File: config.mk
export PLATFORM = sky130hd
export DESIGN_NAME = imem_dmem_loader_flat
export DESIGN_NICKNAME = d
export VERILOG_FILES = /design/src/rtl/imem_dmem_loader_if.sv /design/src/rtl/imem_dmem_loader.sv /design/src/flat_wrapper.sv
export SDC_FILE = /design/constraint.sdc
export NUM_CORES = 1
export LEC_CHECK = 0
export ABC_AREA = 1
export CORE_MARGIN = 5
export CORE_UTILIZATION = 54
export DETAILED_ROUTE_END_ITERATION = 12
export PLACE_DENSITY = 0.85
export REMOVE_ABC_BUFFERS = 1
export SYNTH_ARGS = -nofsm -noshare
export SYNTH_HDL_FRONTEND = slang
export SYNTH_SLANG_ARGS = --single-unit
export TNS_END_PERCENT = 50
File: constraint.sdc
create_clock -name clk -period 3.02 [get_ports clk]
set_input_delay 0.302 -clock clk [delete_from_list [all_inputs] [get_ports clk]]
set_output_delay 0.302 -clock clk [all_outputs]
set_load 0.02 [all_outputs]
File: src/rtl/imem_dmem_loader_if.sv
// Loader bus: host-side start/length/byte stream in, data-memory init port and status out.
interface imem_dmem_loader_if #(
  parameter int unsigned ADDR_W = 8
);
  logic              start;
  logic [ADDR_W:0]   length;
  logic              byte_valid;
  logic [7:0]        byte_data;
  logic              byte_ready;
  logic              init_write_enable;
  logic [ADDR_W-1:0] init_addr;
  logic [31:0]       init_data;
  logic              core_reset;
  logic              busy;
  logic              done;
  logic [31:0]       checksum;

  // Host side: requests a load and streams bytes, observes the init port and status.
  modport master (
    output start, length, byte_valid, byte_data,
    input  byte_ready, init_write_enable, init_addr, init_data,
    input  core_reset, busy, done, checksum
  );

  // Loader side.
  modport slave (
    input  start, length, byte_valid, byte_data,
    output byte_ready, init_write_enable, init_addr, init_data,
    output core_reset, busy, done, checksum
  );
endinterface

File: src/rtl/imem_dmem_loader.sv
// Boot loader: packs a byte stream into 32-bit words, writes them to consecutive
// data-memory init addresses, keeps a running checksum and holds the core in reset
// until the image is complete.
module imem_dmem_loader #(
  parameter int unsigned ADDR_W     = 8,
  parameter bit          BIG_ENDIAN = 1'b1
) (
  input  logic                clk,
  input  logic                reset,
  imem_dmem_loader_if.slave   bus
);

  // Word index and length need one extra bit so a full 2^ADDR_W image is representable.
  localparam int unsigned LEN_W = ADDR_W + 1;

  typedef enum logic [1:0] {
    IDLE  = 2'd0,
    RECV  = 2'd1,
    WRITE = 2'd2,
    DONE  = 2'd3
  } loaderState_t;

  loaderState_t      state, stateNext;
  logic [31:0]       word, wordNext;
  logic [1:0]        byteCount, byteCountNext;
  logic [LEN_W-1:0]  wordIndex, wordIndexNext;
  logic [LEN_W-1:0]  lengthReg, lengthRegNext;
  logic [31:0]       checksumQ, checksumNext;
  logic [ADDR_W-1:0] initAddrQ, initAddrNext;
  logic [31:0]       initDataQ, initDataNext;
  logic              initWeQ, initWeNext;
  logic              byteReadyQ, busyQ, doneQ, coreResetQ;
  logic              accept;

  // Next-state and next-register values; status outputs are decoded from the next state
  // so that they are registered yet line up with the state they describe.
  always_comb begin
    stateNext     = state;
    wordNext      = word;
    byteCountNext = byteCount;
    wordIndexNext = wordIndex;
    lengthRegNext = lengthReg;
    checksumNext  = checksumQ;
    initAddrNext  = initAddrQ;
    initDataNext  = initDataQ;
    initWeNext    = 1'b0;
    accept        = byteReadyQ && bus.byte_valid;

    case (state)
      IDLE, DONE: begin
        if (bus.start) begin
          lengthRegNext = bus.length;
          checksumNext  = 32'd0;
          wordIndexNext = '0;
          byteCountNext = 2'd0;
          stateNext     = (bus.length == '0) ? DONE : RECV;
        end
      end
      RECV: begin
        if (accept) begin
          wordNext = BIG_ENDIAN ? {word[23:0], bus.byte_data}
                                : {bus.byte_data, word[31:8]};
          if (byteCount == 2'd3) begin
            byteCountNext = 2'd0;
            stateNext     = WRITE;
            initWeNext    = 1'b1;
            initAddrNext  = wordIndex[ADDR_W-1:0];
            initDataNext  = wordNext;
          end else begin
            byteCountNext = byteCount + 2'd1;
          end
        end
      end
      WRITE: begin
        checksumNext = checksumQ + word;
        if ((wordIndex + LEN_W'(1)) == lengthReg) begin
          stateNext = DONE;
        end else begin
          wordIndexNext = wordIndex + LEN_W'(1);
          stateNext     = RECV;
        end
      end
      default: stateNext = IDLE;
    endcase
  end

  // State and output registers with synchronous reset.
  always_ff @(posedge clk) begin
    if (reset) begin
      state      <= IDLE;
      word       <= 32'd0;
      byteCount  <= 2'd0;
      wordIndex  <= '0;
      lengthReg  <= '0;
      checksumQ  <= 32'd0;
      initAddrQ  <= '0;
      initDataQ  <= 32'd0;
      initWeQ    <= 1'b0;
      byteReadyQ <= 1'b0;
      busyQ      <= 1'b0;
      doneQ      <= 1'b0;
      coreResetQ <= 1'b1;
    end else begin
      state      <= stateNext;
      word       <= wordNext;
      byteCount  <= byteCountNext;
      wordIndex  <= wordIndexNext;
      lengthReg  <= lengthRegNext;
      checksumQ  <= checksumNext;
      initAddrQ  <= initAddrNext;
      initDataQ  <= initDataNext;
      initWeQ    <= initWeNext;
      byteReadyQ <= (stateNext == RECV);
      busyQ      <= (stateNext == RECV) || (stateNext == WRITE);
      doneQ      <= (stateNext == DONE);
      coreResetQ <= (stateNext != DONE);
    end
  end

  assign bus.byte_ready        = byteReadyQ;
  assign bus.init_write_enable = initWeQ;
  assign bus.init_addr         = initAddrQ;
  assign bus.init_data         = initDataQ;
  assign bus.core_reset        = coreResetQ;
  assign bus.busy              = busyQ;
  assign bus.done              = doneQ;
  assign bus.checksum          = checksumQ;

endmodule

File: src/flat_wrapper.sv
// flat-port wrapper written by rule: the top's interface ports become plain ports
module imem_dmem_loader_flat 
#(
  parameter int unsigned ADDR_W     = 8,
  parameter bit          BIG_ENDIAN = 1'b1
)
  (clk, reset, bus_start, bus_length, bus_byte_valid, bus_byte_data, bus_byte_ready, bus_init_write_enable, bus_init_addr, bus_init_data, bus_core_reset, bus_busy, bus_done, bus_checksum);
  imem_dmem_loader_if #(.ADDR_W(ADDR_W)) bus_i ();
  input  logic clk;
  input  logic reset;
  input wire logic [$bits(bus_i.start)-1:0] bus_start;
  input wire logic [$bits(bus_i.length)-1:0] bus_length;
  input wire logic [$bits(bus_i.byte_valid)-1:0] bus_byte_valid;
  input wire logic [$bits(bus_i.byte_data)-1:0] bus_byte_data;
  output wire logic [$bits(bus_i.byte_ready)-1:0] bus_byte_ready;
  output wire logic [$bits(bus_i.init_write_enable)-1:0] bus_init_write_enable;
  output wire logic [$bits(bus_i.init_addr)-1:0] bus_init_addr;
  output wire logic [$bits(bus_i.init_data)-1:0] bus_init_data;
  output wire logic [$bits(bus_i.core_reset)-1:0] bus_core_reset;
  output wire logic [$bits(bus_i.busy)-1:0] bus_busy;
  output wire logic [$bits(bus_i.done)-1:0] bus_done;
  output wire logic [$bits(bus_i.checksum)-1:0] bus_checksum;
  assign bus_i.start = bus_start;
  assign bus_i.length = bus_length;
  assign bus_i.byte_valid = bus_byte_valid;
  assign bus_i.byte_data = bus_byte_data;
  assign bus_byte_ready = bus_i.byte_ready;
  assign bus_init_write_enable = bus_i.init_write_enable;
  assign bus_init_addr = bus_i.init_addr;
  assign bus_init_data = bus_i.init_data;
  assign bus_core_reset = bus_i.core_reset;
  assign bus_busy = bus_i.busy;
  assign bus_done = bus_i.done;
  assign bus_checksum = bus_i.checksum;
  imem_dmem_loader #(.ADDR_W(ADDR_W), .BIG_ENDIAN(BIG_ENDIAN)) u_core (.clk(clk), .reset(reset), .bus(bus_i));
endmodule
# Word level (Yosys, flattened, before mapping)
# Cells that the tools add are included.
classes:
  n_eq_ne: 12
  n_bitwise: 2
  muxes: 16
  add_sub_neg: 3
  n_reduce_logical: 14
op_table:
  columns: ["op", "count"]
  rows:
  - ["32-bit one-hot mux with 2 select lines", 1]
  - ["32-bit adder", 1]
  - ["32-bit two-way mux", 1]
  - ["9-bit two-way mux", 2]
  - ["9-bit one-hot mux with 2 select lines", 1]
  - ["2-bit two-way mux", 8]
  - ["2-bit == test (second input constant)", 5]
  - ["9-bit by 1-bit adder with 9-bit output (second input constant)", 1]
  - ["9-bit == test", 1]
  - ["9-bit zero test", 1]
  - ["3-bit AND reduction", 3]
  - ["2-bit != test (second input constant)", 3]
  - ["2-bit one-hot mux with 3 select lines", 1]
  - ["2-bit AND reduction", 3]
  - ["2-bit by 1-bit == test with 1-bit output (second input constant)", 2]
  - ["2-bit one-hot mux with 2 select lines", 1]
  - ["2-bit nonzero test", 2]
  - ["3-bit OR reduction", 1]
  - ["2-bit by 1-bit adder with 2-bit output (second input constant)", 1]
  - ["2-bit zero test", 1]
  - ["2-bit by 1-bit != test with 1-bit output (second input constant)", 1]
  - ["1-bit inverter", 2]
  - ["2-bit OR reduction", 1]
  - ["1-bit logical AND", 1]
  - ["2 further kinds", 2]
totals:
  output_inout_bits: 77
  reg_bits: 131

# Depth between registers and ports, before layout
# Gate-level depths: netlist of the first run.
depth:
  word_depth: 6
  depth_mapped: 16

# Worst setup path before layout of the first run
# Ideal clock, no wire load.
synth_path:
  kind: "register to register"
  from: "reg u_core.checksumQ[0], in the netlist u_core.bus.checksum[0]"
  to: "reg u_core.checksumQ[22], in the netlist u_core.bus.checksum[22]"
  setup_ns: 0.132
  t_arrival_ns: 1.956
  synth_period_minus_slack_ns: 2.088
  setup_slack_ns: 0.932
  t_required_ns: 2.888
  stages_incl_launch_ff: 14
  path_cell_list: "dfxtp_1 > ha_1 > inv_1 > fa_1 > o21ai_0 > nand2_1 > nand2_1 > nand2_1 > nand2_1 > nand2_1 > nand2_1 > nand2_1 > nand3_1 > a21oi_1"
synth_between:
  elab_chain_cells: 2
synth_rtl:
  columns: ["item", "line_no", "source"]
  rows:
  - ["start, declared", "imem_dmem_loader.sv:28", "logic [31:0] checksumQ, checksumNext;"]
  - ["start signal, assigned", "imem_dmem_loader.sv:109", "checksumQ <= checksumNext;"]
  - ["32-bit adder", "imem_dmem_loader.sv:75", "checksumNext = checksumQ + word;"]
  - ["32-bit one-hot mux with 2 select lines", "imem_dmem_loader.sv:49", "case (state)"]
# No other way between the ends.
# A chain may end at the register's enable or synchronous reset.

# Final worst setup path of the first run
layout_path:
  from: "reg u_core.state[0]"
  to: "reg u_core.busyQ, in the netlist u_core.bus.busy"
layout_between:
  elab_chain_cells: 5
  word_cells_on_any_way: 12
layout_rtl:
  columns: ["item", "line_no", "source"]
  rows:
  - ["start, declared", "imem_dmem_loader.sv:23", "loaderState_t state, stateNext;"]
  - ["start signal, assigned", "imem_dmem_loader.sv:104", "state <= stateNext;"]
  - ["2-bit == test (tied with other cells)", "imem_dmem_loader.sv:49", null]
  - ["2-bit OR reduction / 2-bit two-way mux (equally long branches)", "imem_dmem_loader.sv:49, imem_dmem_loader.sv:60", null]
  - ["2-bit one-hot mux with 3 select lines (*)", "imem_dmem_loader.sv:49", null]
  - ["2-bit by 1-bit == test with 1-bit output / 2-bit == test (equally long branches)", "imem_dmem_loader.sv:114", "busyQ <= (stateNext == RECV) || (stateNext == WRITE);"]
  - ["1-bit logical OR (*)", "imem_dmem_loader.sv:114", null]
  - ["end signal, assigned", "imem_dmem_loader.sv:114", null]
  - ["end, declared", "imem_dmem_loader.sv:32", "logic byteReadyQ, busyQ, doneQ, coreResetQ;"]
# Every way passes the cells marked *; elsewhere a longest branch is shown, timed or not.

==> results.ini, run 1 <==
[floorplanning]
dieArea_mm2=0.0157
io_pins=98
die_y_um=125
core_area_mm2=0.0131
rows=42
die_w_um=125
initial_core_util_pct=54.8

[logic_synthesis]
synth_cells=1097
syn_area_mm2=0.00720
synthTopCellsByArea=dfxtp_1 (36%), nand2_1 (16%), a21oi_1 (9.3%)
yosysUniqueCellTypes=36
synth-main-ff-cell=dfxtp_1
yosysWarningCount=0
postSynthAreaPerCell_um2=6.56
synth_enable_flop_cells=0
ys_ff_latch=131
yosys.area.top_type=dfxtp_1
synth.yosys.seq_area_share_pct=36.4
synth_top_area_share_pct=36.4
async_flop_share_pct=0

[cts]
root_buffer=clkbuf_16
h-tree-depth=4
clk_path_buf_depth=2
cts_tree=yes
clk_latency_ns=0.42
cts_sinks=131
ctsHoldBuffers=0
clkTransAtPathRegs_ns=0.06
numCtsBuffers=17
cts_setup_buffers=0
cts.repair.resized=0

[layout]
final_area_mm2=0.00894
layout_commonest_cell=nand2_1
postLayoutCoreUtil_pct=68.1
fin_nets=1245
final_cell_mix=nand2_1 (312), a21oi_1 (134), dfxtp_1 (131), inv_1 (121), nor2_1 (109)
num_antenna_cells=0
seqCellArea_mm2=0.00262
syn_to_final_growth_pct=24.2
num-fill-cells=1140
drive_gt1_share_pct=5.43
fin_cells=1374
multiInputGateArea_mm2=0.00396

[sta]
max_freq_mhz=386
layout_min_cycle_time_ns=2.59
slew-limit-headroom_pct=54.6
worst_pin_slew_ns=0.681
setup_viol=0
rsz0062_at_grt=false
finalHoldViolations=0
fin_hold_ws_ns=0.431
drv_slew=0
skew_ns=0.00612
layout_worst_path_cycle_share_pct=85.8

[power_and_ir_drop]
power_leakage_nw=4.01
clkPwrFrac_pct=39.4
peakVddDrop_mv=0.692
powerDensity_mw_per_mm2=633
p_sw_mw=1.87
p_sw_share_pct=33.1
p_int_mw=3.78
p_total_mw=5.66
comb_power_share_pct=24.8
sequentialPowerShare_pct=35.8

[drt]
firstDrtPassIters=7
routed_wl_um=21000
drt-initial-drc-count=663
viasPerCell=5.37
wl_per_cell_um=15.3
via_count=7385
postRouteAntennaNets=0
drc=0

[critical_path]
cp_slowest_cell=ha_1
worst-endpoint-arrival_ns=2.88
rr_startpoint=u_core.state[0]
cp_common_cell=inv_1
cp_max_fo=19
cp-start-kind=flop
cp.required_ns=3.31
path_cells=inv_1 -> ha_1 -> inv_1 -> o21ai_0 -> nand3_1 -> nor2_1 -> nand3_1 -> nor2_2 -> nand4_4 -> nand3_1 -> nand2_1 -> inv_1 -> ha_1 -> inv_1 -> nor2_1
end_kind=flop
crit_start=u_core.state[0]
critical-path-max-stage-delay_ns=0.41
critical_path_class=flop to flop

[grt]
met1_usage_pct=33.9
grt_pass1_vias=6946
grt_first_pass_wirelength_um=34000
grtUsageMet2_pct=43.1
grt_max_degree=52
antenna_found_initial=0
grtUsageMet3_pct=6.10
track_usage_pct=26.3
grt_busiest_layer=met2
overflow=0

[min_path]
hold_path.startpoint=reset
min_path_type=primary input to flop

[status]
status=finished clean

[placement]
gp_congestion=0.932
dpl.hpwl_um=14900
placed_area_mm2=0.00830
place_inst=1342
port_buffers=97

[flow_run]
drv_cap=0

## synth_stat cells (2+ instances only)
| cell | instances |
|---|---|
| inv_1 | 121 |
| nor2_1 | 110 |
| buf_2 | 4 |
| or2_2 | 7 |
| nor2_4 | 4 |
| nand2_2 | 4 |
| nand3_2 | 3 |
| clkbuf_1 | 31 |
| and2_1 | 3 |
| nor3_1 | 7 |
| o21bai_1 | 8 |
| a21oi_1 | 134 |
| dfxtp_1 | 131 |
| o21ai_0 | 79 |
| nand3_1 | 65 |
| nand3b_1 | 11 |
| ha_1 | 38 |
| nand2_1 | 312 |
| inv_2 | 3 |
| nand4_1 | 5 |
| a32oi_1 | 2 |
## worst max-delay path, delay by kind of cell, from the launching register on
kind | cells | cell delay [ns]
compound gates | 1 | 0.17
buf+inv | 4 | 0.34
simple gates | 8 | 0.99
flops | 1 | 0.32
fa+ha+maj | 2 | 0.64
## layer usage
layer / wire, um / part of all wire [%] / vias up
met2: 9720 / 46 / 250
li1: - / - / 3734
met1: 9230 / 44 / 3354
met4: 544 / 2.6 / 0
met5: 0 / 0 / -
met3: 1470 / 7.0 / 47
## layout make-up
cell class / count / share of cell area [%]
repair buffers: 106 / 11.6
clock buffers: 21 / 5.15
inverters: 125 / 5.25
clock inverters: 11 / 1.97
well taps: 176 / 2.46
multi-input cells: 804 / 44.3
flip-flops and latches: 131 / 29.3
## state kept, by name, indices dropped and copies added, names as in the netlist
name,count
u_core.bus.checksum,32
u_core.bus.init_data,32
u_core.word,32
u_core.lengthReg,9
u_core.wordIndex,9
u_core.bus.init_addr,8
u_core.byteCount,2
u_core.state,2
u_core.bus.busy,1
u_core.bus.byte_ready,1
u_core.bus.core_reset,1
u_core.bus.done,1
u_core.bus.init_write_enable,1
## stage by stage
stage / TNS (ns) / setup WS [ns]
2_1_floorplan: -1.77 / -0.251
3_5_place_dp: 0 / 0.508
3_3_place_gp: 0 / 0.644
4_1_cts: 0 / 0.427
5_1_grt: 0 / 0.198
6_report: 0 / 0.430
## worst paths after layout
path | endpoint | slack (ns) | depth (start not counted)
worst max-delay path | u_core.bus.busy | 0.43 | 15
worst min-delay path | u_core.bus.checksum[17] | 0.43 | 2
worst max register to register | u_core.bus.busy | 0.43 | 15
worst min register to register | u_core.bus.init_data[31] | 0.46 | 2
## power by group through the flow
| stage | logic (mW) | clock network, mW | registers (mW) |
|---|---|---|---|
| after floorplan | 0.926 | 0 | 2.04 |
| after CTS | 1.39 | 2.24 | 2.02 |
| after global routing | 1.57 | 2.32 | 2.04 |
| after detailed placement | 1.36 | 0 | 2.05 |
| final | 1.40 | 2.23 | 2.03 |
| after global placement | 1.33 | 0 | 2.05 |
## logic make-up after synthesis
kind of cell	count (synthesis)	share of synthesized area [%]
AND/OR/NAND/NOR	535	31.4
XOR/XNOR	1	0.122
buffers and inverters	162	8.62
AO/OA/AOI/OAI	229	16.5
adder cells (fa/ha/maj)	39	6.88
flip-flops	131	36.4
No activity file was read; power rests on OpenSTA's default activity.
==> run 2, diff against run 1 <==
- CTS_BUF_LIST: not set -> sky130_fd_sc_hd__clkbuf_2
- clock period: 3.02 -> 3.2 ns (I/O delays scaled with it)
==> results.ini, run 2 (synthesis gave the netlist of run 1 again) <==
[layout]
syn_to_final_growth_pct=19.2
final_cell_mix=nand2_1 (312), a21oi_1 (134), dfxtp_1 (131), inv_1 (121), nor2_1 (109)
drive_gt1_share_pct=5.51
fin_nets=1245
layout_commonest_cell=nand2_1
postLayoutCoreUtil_pct=65.3
seqCellArea_mm2=0.00262
num-fill-cells=1259
fin_cells=1375
final_area_mm2=0.00858
multiInputGateArea_mm2=0.00396

[power_and_ir_drop]
p_sw_share_pct=39.1
p_sw_mw=1.72
comb_power_share_pct=29.7
peakVddDrop_mv=0.586
p_int_mw=2.68
clkPwrFrac_pct=26.8
powerDensity_mw_per_mm2=513
power_leakage_nw=3.87
p_total_mw=4.40
sequentialPowerShare_pct=43.5

[floorplanning]
die_w_um=125
die_y_um=125
io_pins=98
dieArea_mm2=0.0157
initial_core_util_pct=54.8
rows=42
core_area_mm2=0.0131

[sta]
setup_viol=0
drv_slew=0
rsz0062_at_grt=false
finalHoldViolations=0
layout_min_cycle_time_ns=2.57
max_freq_mhz=389
slew-limit-headroom_pct=53.2
layout_worst_path_cycle_share_pct=80.4
worst_pin_slew_ns=0.702
skew_ns=0.0319

[placement]
gp_congestion=0.959
port_buffers=97
place_inst=1342
dpl.hpwl_um=14900
placed_area_mm2=0.00830

[flow_run]
drv_cap=0

[grt]
grt_max_degree=63
overflow=0
antenna_found_initial=1
grt_pass1_vias=6980
track_usage_pct=26.3
grt_first_pass_wirelength_um=33900

[drt]
firstDrtPassIters=6
via_count=7393
viasPerCell=5.38
postRouteAntennaNets=0
drt-initial-drc-count=525
routed_wl_um=20400
drc=0
wl_per_cell_um=14.9

[cts]
numCtsBuffers=17
cts_setup_buffers=0
ctsHoldBuffers=0
root_buffer=clkbuf_2
cts_sinks=131
clk_path_buf_depth=2
cts_tree=yes
clkTransAtPathRegs_ns=0.24
clk_latency_ns=0.76
h-tree-depth=4
cts.repair.resized=0

[min_path]
min_path_type=primary input to flop

[critical_path]
cp_max_fo=45
end_kind=flop
cp-start-kind=flop
critical-path-max-stage-delay_ns=0.41
worst-endpoint-arrival_ns=3.28
worst-r2r-setup-slack_ns=0.63
path_cells=inv_1 -> ha_1 -> inv_1 -> nor2_2 -> inv_2 -> nor2_4 -> buf_4 -> inv_2 -> nor2_1 -> nand2_1 -> nand2_1
critical_path_class=flop to flop
cp.required_ns=3.91
cp_slowest_cell=buf_4

[status]
status=finished clean

run 2: layout make-up:
cell class | instances | share of cell area [%]
clock buffers | 17 | 0.991
repair buffers | 106 | 12.0
multi-input cells | 804 | 46.1
clock inverters | 15 | 2.23
flip-flops and latches | 131 | 30.6
well taps | 176 | 2.57
diodes | 1 | 0.0292
inverters | 125 | 5.47
run 2: final timing paths:
path	start	to	cells after the start
max reg2reg	u_core.state[1]	u_core.bus.init_data[2]	11
min reg2reg	u_core.bus.init_data[26]	u_core.bus.init_data[26]	2
min	reset	u_core.word[10]	4
max	u_core.state[1]	u_core.bus.init_data[2]	11
run 2: metal layers:
metal  global-route usage, %  up-vias  part of all wire [%]
li1                        -     3742                     -
met1                    34.5     3346                    45
met2                    42.2      259                    45
met3                    6.65       46                   7.5
met4                    9.06        0                   2.3
met5                       0        -                     0
run 2: per-stage QoR:
stage,TNS (ns),setup slack [ns],hold WS [ns]
finish,0,0.627,0.130
global route,0,0.346,0.107
CTS,0,0.635,0.0624
detailed placement,0,0.575,0.455
global placement,0,0.668,0.453
floorplan,-0.0755,-0.0708,0.389
run 2: power groups by stage:
stage,registers [mW],logic (mW),clock network (mW)
after CTS,1.91,1.30,1.19
after global placement,1.94,1.24,0
final,1.91,1.31,1.18
after detailed placement,1.94,1.29,0
after global routing,1.93,1.47,1.27
after floorplan,1.92,0.873,0
run 2: worst max-delay path, delay by kind of cell, from the launching register on:
kind / cells / cell delay (ns)
adder cells (fa/ha/maj): 1 / 0.23
buffers and inverters: 5 / 1.12
flip-flops: 1 / 0.38
AND/OR/NAND/NOR: 5 / 0.80
